$ cat config.mk
export PLATFORM = sky130hd
export DESIGN_NAME = tl_sched_flat
export DESIGN_NICKNAME = d
export VERILOG_FILES = /design/src/rtl/tl_sched_if.sv /design/src/rtl/tl_sched.sv /design/src/flat_wrapper.sv
export SDC_FILE = /design/constraint.sdc
export NUM_CORES = 1
export LEC_CHECK = 0
export ABC_AREA = 1
export CORE_MARGIN = 4
export CORE_UTILIZATION = 40
export DETAILED_ROUTE_END_ITERATION = 8
export HOLD_SLACK_MARGIN = 0.08
export RECOVER_POWER = 100
export SETUP_SLACK_MARGIN = 0.15
export SYNTH_ARGS = -nofsm -noshare
export SYNTH_HDL_FRONTEND = slang
export SYNTH_SLANG_ARGS = --single-unit
$ cat constraint.sdc
create_clock -name clk -period 2.4 [get_ports clk]
set_input_delay 0.48 -clock clk [delete_from_list [all_inputs] [get_ports clk]]
set_output_delay 0.48 -clock clk [all_outputs]
set_load 0.02 [all_outputs]
$ cat src/rtl/tl_sched_if.sv
// tl_sched_if: sensor/request inputs and light outputs of the intersection scheduler.
// The master side (controller or bench) drives the sensors. The slave side (tl_sched) drives the lamps.
interface tl_sched_if;
    logic       Ta;       // road A vehicle present
    logic       Tb;       // road B vehicle present
    logic       ped_req;  // walk button, a single-cycle pulse is enough
    logic       emerg;    // emergency preempt, only honoured with TL_SCHED_EMERG_EN
    logic [1:0] La;       // road A light: 00 green, 01 yellow, 10 red
    logic [1:0] Lb;       // road B light, same encoding
    logic       walk;     // pedestrian walk lamp
    logic [2:0] phase;    // current scheduler state, for debug

    modport master (
        output Ta, Tb, ped_req, emerg,
        input  La, Lb, walk, phase
    );

    modport slave (
        input  Ta, Tb, ped_req, emerg,
        output La, Lb, walk, phase
    );
endinterface

$ cat src/rtl/tl_sched.sv
// tl_sched: phase scheduler for a two-road intersection that shares one pedestrian crossing.
// Each road runs the sequence green -> yellow -> all-red. A latched walk request inserts a PED phase.
// Optional feature macro TL_SCHED_EMERG_EN adds emergency preemption into an all-red HOLD state.
// Without the macro, the emerg input is ignored and HOLD cannot be reached.
//
// state | meaning
// AG    | road A green, road B red
// AY    | road A yellow, road B red
// AR    | all-red clearance after road A
// BG    | road B green, road A red
// BY    | road B yellow, road A red
// BR    | all-red clearance after road B
// PED   | all red, walk lamp lit
// HOLD  | emergency all-red hold (TL_SCHED_EMERG_EN only)
module tl_sched #(
    parameter int TW        = 6,
    parameter int MIN_GREEN = 8,
    parameter int MAX_GREEN = 32,
    parameter int YELLOW_T  = 3,
    parameter int ALLRED_T  = 1,
    parameter int WALK_T    = 6
) (
    input  logic     clk,
    input  logic     reset,
    tl_sched_if.slave bus
);

    typedef enum logic [2:0] {
        S_AG   = 3'd0,
        S_AY   = 3'd1,
        S_AR   = 3'd2,
        S_BG   = 3'd3,
        S_BY   = 3'd4,
        S_BR   = 3'd5,
        S_PED  = 3'd6,
        S_HOLD = 3'd7
    } state_t;

    localparam logic [1:0] L_GRN = 2'b00;
    localparam logic [1:0] L_YEL = 2'b01;
    localparam logic [1:0] L_RED = 2'b10;

    localparam logic LAST_A = 1'b0;
    localparam logic LAST_B = 1'b1;

    localparam logic [TW-1:0] C_MIN    = TW'(MIN_GREEN - 1);
    localparam logic [TW-1:0] C_MAX    = TW'(MAX_GREEN - 1);
    localparam logic [TW-1:0] C_YELLOW = TW'(YELLOW_T - 1);
    localparam logic [TW-1:0] C_ALLRED = TW'(ALLRED_T - 1);
    localparam logic [TW-1:0] C_WALK   = TW'(WALK_T - 1);

    state_t          r_state;
    state_t          w_next;
    logic [TW-1:0]   r_cnt;
    logic            r_ped_pend;
    logic            r_last;
    logic [1:0]      r_la;
    logic [1:0]      r_lb;
    logic            r_walk;

    logic [1:0]      w_la;
    logic [1:0]      w_lb;
    logic            w_walk;
    logic            w_state_chg;
    logic            w_min_ok;
    logic            w_max_hit;
    logic            w_comp_a;
    logic            w_comp_b;
    logic            w_emerg;
    logic            w_emerg_pend;

    assign w_state_chg = (w_next != r_state);
    assign w_min_ok    = (r_cnt >= C_MIN);
    assign w_max_hit   = (r_cnt == C_MAX);
    // Competing demand against the road that currently has green.
    assign w_comp_a    = bus.Tb | r_ped_pend;
    assign w_comp_b    = bus.Ta | r_ped_pend;

`ifdef TL_SCHED_EMERG_EN
    logic r_emerg_pend;

    assign w_emerg      = bus.emerg;
    assign w_emerg_pend = r_emerg_pend;

    // Remember a preempt seen during a phase so the phase can finish before HOLD.
    always_ff @(posedge clk or posedge reset) begin
        if (reset) begin
            r_emerg_pend <= 1'b0;
        end else if (w_next == S_HOLD) begin
            r_emerg_pend <= 1'b0;
        end else if (bus.emerg) begin
            r_emerg_pend <= 1'b1;
        end
    end
`else
    assign w_emerg      = 1'b0;
    assign w_emerg_pend = 1'b0;
`endif

    // Next-state selection from dwell counter, sensor demand and pending walk request.
    always_comb begin
        w_next = r_state;
        case (r_state)
            S_AG: begin
                if (w_emerg) begin
                    w_next = S_AY;
                end else if (w_min_ok && w_comp_a && (!bus.Ta || w_max_hit)) begin
                    w_next = S_AY;
                end
            end
            S_AY: begin
                if (r_cnt == C_YELLOW) begin
                    w_next = S_AR;
                end
            end
            S_AR: begin
                if (r_cnt == C_ALLRED) begin
                    if (w_emerg || w_emerg_pend) begin
                        w_next = S_HOLD;
                    end else if (r_ped_pend) begin
                        w_next = S_PED;
                    end else begin
                        w_next = S_BG;
                    end
                end
            end
            S_BG: begin
                if (w_emerg) begin
                    w_next = S_BY;
                end else if (w_min_ok && w_comp_b && (!bus.Tb || w_max_hit)) begin
                    w_next = S_BY;
                end
            end
            S_BY: begin
                if (r_cnt == C_YELLOW) begin
                    w_next = S_BR;
                end
            end
            S_BR: begin
                if (r_cnt == C_ALLRED) begin
                    if (w_emerg || w_emerg_pend) begin
                        w_next = S_HOLD;
                    end else if (r_ped_pend) begin
                        w_next = S_PED;
                    end else begin
                        w_next = S_AG;
                    end
                end
            end
            S_PED: begin
                if (w_emerg) begin
                    w_next = S_HOLD;
                end else if (r_cnt == C_WALK) begin
                    w_next = (r_last == LAST_A) ? S_BG : S_AG;
                end
            end
            S_HOLD: begin
                if (!w_emerg) begin
                    w_next = (r_last == LAST_A) ? S_BG : S_AG;
                end
            end
            default: w_next = S_AG;
        endcase
    end

    // Lamp decode of the next state so the lamps change on the same edge as phase.
    always_comb begin
        w_la   = L_RED;
        w_lb   = L_RED;
        w_walk = 1'b0;
        case (w_next)
            S_AG:    w_la   = L_GRN;
            S_AY:    w_la   = L_YEL;
            S_BG:    w_lb   = L_GRN;
            S_BY:    w_lb   = L_YEL;
            S_PED:   w_walk = 1'b1;
            default: w_walk = 1'b0;
        endcase
    end

    // State register and registered lamp outputs.
    always_ff @(posedge clk or posedge reset) begin
        if (reset) begin
            r_state <= S_AG;
            r_la    <= L_GRN;
            r_lb    <= L_RED;
            r_walk  <= 1'b0;
        end else begin
            r_state <= w_next;
            r_la    <= w_la;
            r_lb    <= w_lb;
            r_walk  <= w_walk;
        end
    end

    // Dwell counter: clears on any state change and saturates on green so long greens keep their timing.
    always_ff @(posedge clk or posedge reset) begin
        if (reset) begin
            r_cnt <= '0;
        end else if (w_state_chg) begin
            r_cnt <= '0;
        end else if (((r_state == S_AG) || (r_state == S_BG)) && w_max_hit) begin
            r_cnt <= r_cnt;
        end else begin
            r_cnt <= r_cnt + 1'b1;
        end
    end

    // Walk request latch. A press during the walk, or on the edge that starts it, is dropped.
    always_ff @(posedge clk or posedge reset) begin
        if (reset) begin
            r_ped_pend <= 1'b0;
        end else if ((w_next == S_PED) && (r_state != S_PED)) begin
            r_ped_pend <= 1'b0;
        end else if (bus.ped_req && (r_state != S_PED)) begin
            r_ped_pend <= 1'b1;
        end
    end

    // Record which road cleared last so PED and HOLD can hand green to the other road.
    always_ff @(posedge clk or posedge reset) begin
        if (reset) begin
            r_last <= LAST_A;
        end else if ((r_state == S_AR) && w_state_chg) begin
            r_last <= LAST_A;
        end else if ((r_state == S_BR) && w_state_chg) begin
            r_last <= LAST_B;
        end
    end

    assign bus.La    = r_la;
    assign bus.Lb    = r_lb;
    assign bus.walk  = r_walk;
    assign bus.phase = r_state;

endmodule

$ cat src/flat_wrapper.sv
// flat-port wrapper written by rule: the top's interface ports become plain ports
module tl_sched_flat 
#(
    parameter int TW        = 6,
    parameter int MIN_GREEN = 8,
    parameter int MAX_GREEN = 32,
    parameter int YELLOW_T  = 3,
    parameter int ALLRED_T  = 1,
    parameter int WALK_T    = 6
)
  (clk, reset, bus_Ta, bus_Tb, bus_ped_req, bus_emerg, bus_La, bus_Lb, bus_walk, bus_phase);
  tl_sched_if bus_i ();
  input  logic clk;
  input  logic reset;
  input wire logic [$bits(bus_i.Ta)-1:0] bus_Ta;
  input wire logic [$bits(bus_i.Tb)-1:0] bus_Tb;
  input wire logic [$bits(bus_i.ped_req)-1:0] bus_ped_req;
  input wire logic [$bits(bus_i.emerg)-1:0] bus_emerg;
  output wire logic [$bits(bus_i.La)-1:0] bus_La;
  output wire logic [$bits(bus_i.Lb)-1:0] bus_Lb;
  output wire logic [$bits(bus_i.walk)-1:0] bus_walk;
  output wire logic [$bits(bus_i.phase)-1:0] bus_phase;
  assign bus_i.Ta = bus_Ta;
  assign bus_i.Tb = bus_Tb;
  assign bus_i.ped_req = bus_ped_req;
  assign bus_i.emerg = bus_emerg;
  assign bus_La = bus_i.La;
  assign bus_Lb = bus_i.Lb;
  assign bus_walk = bus_i.walk;
  assign bus_phase = bus_i.phase;
  tl_sched #(.TW(TW), .MIN_GREEN(MIN_GREEN), .MAX_GREEN(MAX_GREEN), .YELLOW_T(YELLOW_T), .ALLRED_T(ALLRED_T), .WALK_T(WALK_T)) u_core (.clk(clk), .reset(reset), .bus(bus_i));
endmodule
## Word-level counts from Yosys, hierarchy flattened

Cells that the tools add are included.

| cells by class | value |
|---|---|
| reduce and logical (&&, ||, !) cells | 19 |
| mux-type cells | 20 |
| equality and inequality tests | 17 |
| bitwise operators | 2 |
| magnitude comparators | 1 |
| $add $sub $neg | 1 |

Operators by type and width:

| cell | count |
|---|---|
| two-way mux 3 bit | 9 |
| case mux 3 bit (8 select lines) | 1 |
| == test 3 bit (second input constant) | 6 |
| two-way mux 6 bit | 2 |
| == test 3 x 2 -> 1 bit (second input constant) | 3 |
| logical AND 1 bit | 9 |
| case mux 2 bit (2 select lines) | 2 |
| adder 6 x 1 -> 6 bit (second input constant) | 1 |
| == test 3 x 1 -> 1 bit (second input constant) | 2 |
| == test 6 x 2 -> 1 bit (second input constant) | 1 |
| == test 6 x 3 -> 1 bit (second input constant) | 1 |
| == test 6 x 5 -> 1 bit (second input constant) | 1 |
| >= comparator 6 x 3 -> 1 bit (second input constant) | 1 |
| zero test 3 bit | 2 |
| zero test 6 bit | 1 |
| two-way mux 1 bit | 5 |
| nonzero test 2 bit | 2 |
| logical OR 1 bit | 3 |
| != test 3 bit | 1 |
| != test 3 bit (second input constant) | 1 |
| zero test 1 bit | 2 |
| two-way mux 2 bit | 1 |
| != test 2 x 1 -> 1 bit (second input constant) | 1 |
| bitwise OR 1 bit | 2 |

| word-level totals | value |
|---|---|
| register bits | 16 |
| output and inout port bits | 8 |
| input port bits | 6 |
| logic and storage cells | 67 |

## Longest topological paths before layout

| depth | value |
|---|---|
| depth in word-level cells | 9 |
| mapped depth | 16 |
| mapped depth without buffers | 16 |

## Least setup slack after synthesis

No wires, ideal clock.

| path | value |
|---|---|
| path type | register to register |
| from | register u_core.r_cnt[0] |
| to | register u_core.r_last |
| library setup time | 0.121 ns |
| arrival | 1.561 ns |
| clock period less this slack | 1.682 ns |
| stages on the path, launching flop included | 16 |
| slack | 0.718 ns |
| buffers on the path | 0 |
| data required time | 2.279 ns |
| cell sequence | dfrtp_1 -> ha_1 -> nand3_1 -> nor2_2 -> nor2_1 -> nor2_1 -> nor2_1 -> nor2_2 -> nand2_2 -> nand2_2 -> nand2_1 -> nand2_2 -> nand2_4 -> nand2_1 -> nand2_1 -> nand2_1 |

| on the way | value |
|---|---|
| word-level cells in the longest chain between the ends | 8 |
| elaborated cells between the ends (all ways) | 24 |
| those cells by class | 1 x order compare; 4 x eq/ne; 9 x mux; 10 x reduce/logical |

Ends and longest elaborated chain:

| item | RTL line | RTL |
|---|---|---|
| start: declaration | tl_sched.sv:54 | `logic [TW-1:0] r_cnt;` |
| start signal: assignment | tl_sched.sv:203 | `r_cnt <= r_cnt;` |
| start signal: assignment | tl_sched.sv:205 | `r_cnt <= r_cnt + 1'b1;` |
| >= comparator 6 x 3 -> 1 bit / == test 6 x 5 -> 1 bit (equally long branches) | tl_sched.sv:73, tl_sched.sv:74 |  |
| logical AND 1 bit (tied with other cells) | tl_sched.sv:130 | `end else if (w_min_ok && w_comp_b && (!bus.Tb \|\| w_max_hit)) begin` |
| logical AND 1 bit, on equally long branches | tl_sched.sv:130, tl_sched.sv:107 |  |
| two-way mux 3 bit, on equally long branches | tl_sched.sv:130, tl_sched.sv:107 |  |
| case mux 3 bit (8 select lines) (*) | tl_sched.sv:103 | `case (r_state)` |
| != test 3 bit (*) | tl_sched.sv:72 | `assign w_state_chg = (w_next != r_state);` |
| logical AND 1 bit, on equally long branches | tl_sched.sv:224, tl_sched.sv:226 |  |
| two-way mux 1 bit / nonzero test 2 bit (equally long branches) | - |  |
| end signal: assignment | tl_sched.sv:223 | `r_last <= LAST_A;` |
| end signal: assignment | tl_sched.sv:225 | `r_last <= LAST_A;` |
| end signal: assignment | tl_sched.sv:227 | `r_last <= LAST_B;` |
| end: declaration | tl_sched.sv:56 | `logic r_last;` |

Mark *: on every way between the ends. The rest lies on a longest branch, timed or not.
A chain may end at the register's enable or synchronous reset.

## Worst setup path in the final report

| path | value |
|---|---|
| from | register u_core.r_cnt[1] |
| to | register u_core.r_ped_pend |

| on the way | value |
|---|---|
| word-level cells in the longest chain between the ends | 8 |
| elaborated cells between the ends (all ways) | 23 |
| those cells by class | 1 x order compare; 4 x eq/ne; 9 x mux; 9 x reduce/logical |

Ends and longest elaborated chain:

| item | RTL line | RTL |
|---|---|---|
| >= comparator 6 x 3 -> 1 bit / == test 6 x 5 -> 1 bit (equally long branches) | tl_sched.sv:73, tl_sched.sv:74 |  |
| logical AND 1 bit (tied with other cells) | tl_sched.sv:130 |  |
| logical AND 1 bit, on equally long branches | tl_sched.sv:130, tl_sched.sv:107 |  |
| two-way mux 3 bit, on equally long branches | tl_sched.sv:130, tl_sched.sv:107 |  |
| case mux 3 bit (8 select lines) (*) | tl_sched.sv:103 |  |
| named net u_core.w_next[2] | tl_sched.sv:53 | `state_t w_next;` |
| == test 3 bit (*) | tl_sched.sv:213 | `end else if ((w_next == S_PED) && (r_state != S_PED)) begin` |
| logical AND 1 bit (*) | tl_sched.sv:213 |  |
| two-way mux 1 bit / nonzero test 2 bit (equally long branches) | - |  |
| end signal: assignment | tl_sched.sv:212 | `r_ped_pend <= 1'b0;` |
| end signal: assignment | tl_sched.sv:214 | `r_ped_pend <= 1'b0;` |
| end signal: assignment | tl_sched.sv:216 | `r_ped_pend <= 1'b1;` |
| end: declaration | tl_sched.sv:55 | `logic r_ped_pend;` |

Mark *: on every way through the listed nets, which the timed path passes. The rest lies on a longest branch.

==> flow_summary.json <==
{
  "syn_avg_cell_area_um2": 7.21,
  "pre_cts_ws_ns": 0.283,
  "drc_errors": 0,
  "drt_first_pass_iters": 4,
  "overflow": 0,
  "arrival_ns": 2.19,
  "worstRegToRegCells": 11,
  "synth-edff-count": 0,
  "hold_viol": 0,
  "first_global_vias": 953,
  "core_area_um2": 2570,
  "synth_cell_types": 25,
  "r2r_slack_ns": 0.40,
  "io_pins": 14,
  "seqCellArea_um2": 402,
  "status": "completed",
  "grt_pass1_wl_um": 4070,
  "clock_latency_ns": 0.29,
  "async_flop_share_pct": 100,
  "setup.worst_path.end": "u_core.r_ped_pend",
  "r2r_start": "u_core.r_cnt[1]",
  "synth_top_cell_area_share_pct": 33.6,
  "layout-drive-gt1-share_pct": 13.5,
  "synthToLayoutAreaGrowth_pct": 14.9,
  "place_hpwl_um": 1910,
  "synth_seq_area_share_pct": 35.9,
  "clk_transition_reported_paths_ns": 0.09,
  "fillers": 265,
  "syn_inst": 155,
  "report.final.slew_viol_count": 0,
  "fp.dieW_um": 60.9,
  "tritoncts": "yes",
  "power_per_cell_area_nw_per_um2": 1280,
  "antenna_found_initial": 0,
  "start_util_pct": 43.5,
  "p_leak_nw": 0.687,
  "yosysTopAreaCell": "dfrtp_1",
  "cap_violations": 0,
  "ir_drop_v": 0.000811,
  "finalCriticalPeriod_ns": 2.00,
  "grt_max_degree": 17,
  "die_h_um": 60.9,
  "timing_worst_setup_path_type": "reg2reg",
  "worstPathRequired_ns": 2.59,
  "synth_warnings": 0,
  "cts_sinks": 16,
  "cts_root_buffer": "clkbuf_4",
  "cts_max_path_buffers": 2,
  "synth_most_common_cell": "nand2_1",
  "final.setup.worst_slack_ns": 0.399,
  "cts_hold_buf": 0,
  "tightest_slew_ns": 0.600,
  "slew_headroom_pct": 59.9,
  "postCtsSetupBuffers": 0,
  "yosys-top-cells-area": "dfrtp_1, nand2_1, inv_1",
  "h-tree-depth": 1,
  "synth_fp_nets": 165,
  "cts-resized-gates": 0,
  "drt-initial-drc-count": 33,
  "dp_cells": 197,
  "vias_per_cell": 5.05,
  "synthesis.area_um2": 1120,
  "finalPower_mw": 1.65,
  "antenna_left": 0,
  "fin_skew_ns": 0.00333,
  "synthTopCellsByCount": "nand2_1, inv_1, nor2_1",
  "numPortBuffers": 12,
  "end_kind": "register",
  "setup_viol": 0,
  "route.detailed.wl_per_inst_um": 11.8,
  "synth_ff_type": "dfrtp_1",
  "r2r-end": "u_core.r_ped_pend",
  "setup.worst_path.start_class": "register",
  "place.gp.congestion": 0.846,
  "fin_crit_sh_pct": 83.4,
  "path_max_fanout": 4,
  "cts_buffers": 3,
  "fmax_ghz": 0.500,
  "rsz0062_at_grt": "no",
  "ys_ff_latch": 16,
  "die_area_um2": 3700,
  "groute.usage.overall_pct": 14.6,
  "num_rows": 18,
  "fin_setup_tns_ns": 0,
  "nets": 182,
  "multiInputGateArea_um2": 583,
  "dr_total_vias": 1015,
  "diodes": 0,
  "cp-startpoint": "u_core.r_cnt[1]",
  "wl_um": 2380,
  "hp-class": "reg2reg",
  "final_cells": 201
}
-- layout make-up --
| class | instances | share of cell area (%) |
|---|---|---|
| well taps | 30 | 2.92 |
| flip-flops and latches | 16 | 31.3 |
| repair buffers | 12 | 9.36 |
| clock buffers | 4 | 2.83 |
| multi-input cells | 111 | 45.4 |
| inverters | 28 | 8.19 |
-- where the power goes --
part           internal (mW)  switching [mW]
sequential             0.370          0.0869
clock                 0.0925          0.0866
combinational          0.349           0.662
-- worst min-delay path by stage --
stage / start / cells after the start / end
after detailed placement: u_core.r_last / 2 / u_core.r_last
final: u_core.r_last / 2 / u_core.r_last
after global routing: u_core.r_last / 2 / u_core.r_last
after floorplan: reset / 1 / u_core.bus.La[0]
after global placement: u_core.r_last / 2 / u_core.r_last
after CTS: u_core.r_last / 2 / u_core.r_last
-- per-stage QoR --
stage / util (%) / hold slack [ns] / cell area [um^2]
final: 50.0 / 0.558 / 1280
after global routing: 50.0 / 0.605 / 1280
after CTS: 51.1 / 0.560 / 1310
after detailed placement: 49.7 / 0.534 / 1270
after global placement: 49.7 / 0.548 / 1270
after floorplan: - / 0.393 / 1120
-- layer usage --
layer	vias up	track usage, %	share of wire (%)
met3	4	5.53	5.4
met1	472	17.9	45
met5	-	0	0
met4	0	1.24	0.59
met2	17	25.3	49
li1	522	-	-
-- cell families after synthesis --
family	Yosys count	share of synthesized area, %
flops	16	35.9
simple gates	91	41.2
fa+ha+maj	4	4.48
buf+inv	28	9.41
xor+xnor	3	2.35
compound gates	13	6.61
-- state kept, by name, summed over array words and instances (netlist names) --
signal,cells
u_core.bus.La,2
u_core.bus.Lb,2
u_core.bus.phase,3
u_core.bus.walk,1
u_core.r_cnt,6
u_core.r_last,1
u_core.r_ped_pend,1
-- critical path, stage by stage, from the launching register on --
cell and delay, ns:
dfrtp_1 0.41, ha_1 0.21, nand3_1 0.10, nor2_1 0.18
nor2_1 0.08, nor2_1 0.13, nand2_1 0.12, nand3_1 0.15
inv_2 0.07, nor3_1 0.25, a21o_1 0.15, inv_1 0.04
-- cells in the final DEF, fill, tap and decap left out, types with 2 or more instances in the layout --
master and count:
a21oi_1 3, clkbuf_4 3, clkdlybuf4s50_1 3, dfrtp_1 15, dlygate4sd3_1 9, ha_1 4
inv_1 21, inv_2 7, nand2_1 38, nand3_1 13, nand3_2 3, nand4_1 4
nor2_1 21, nor2_2 3, nor3_1 3, o21ai_0 5, o21ai_1 2, xor2_1 2
Note: power is estimated with default switching activity, not from simulation.
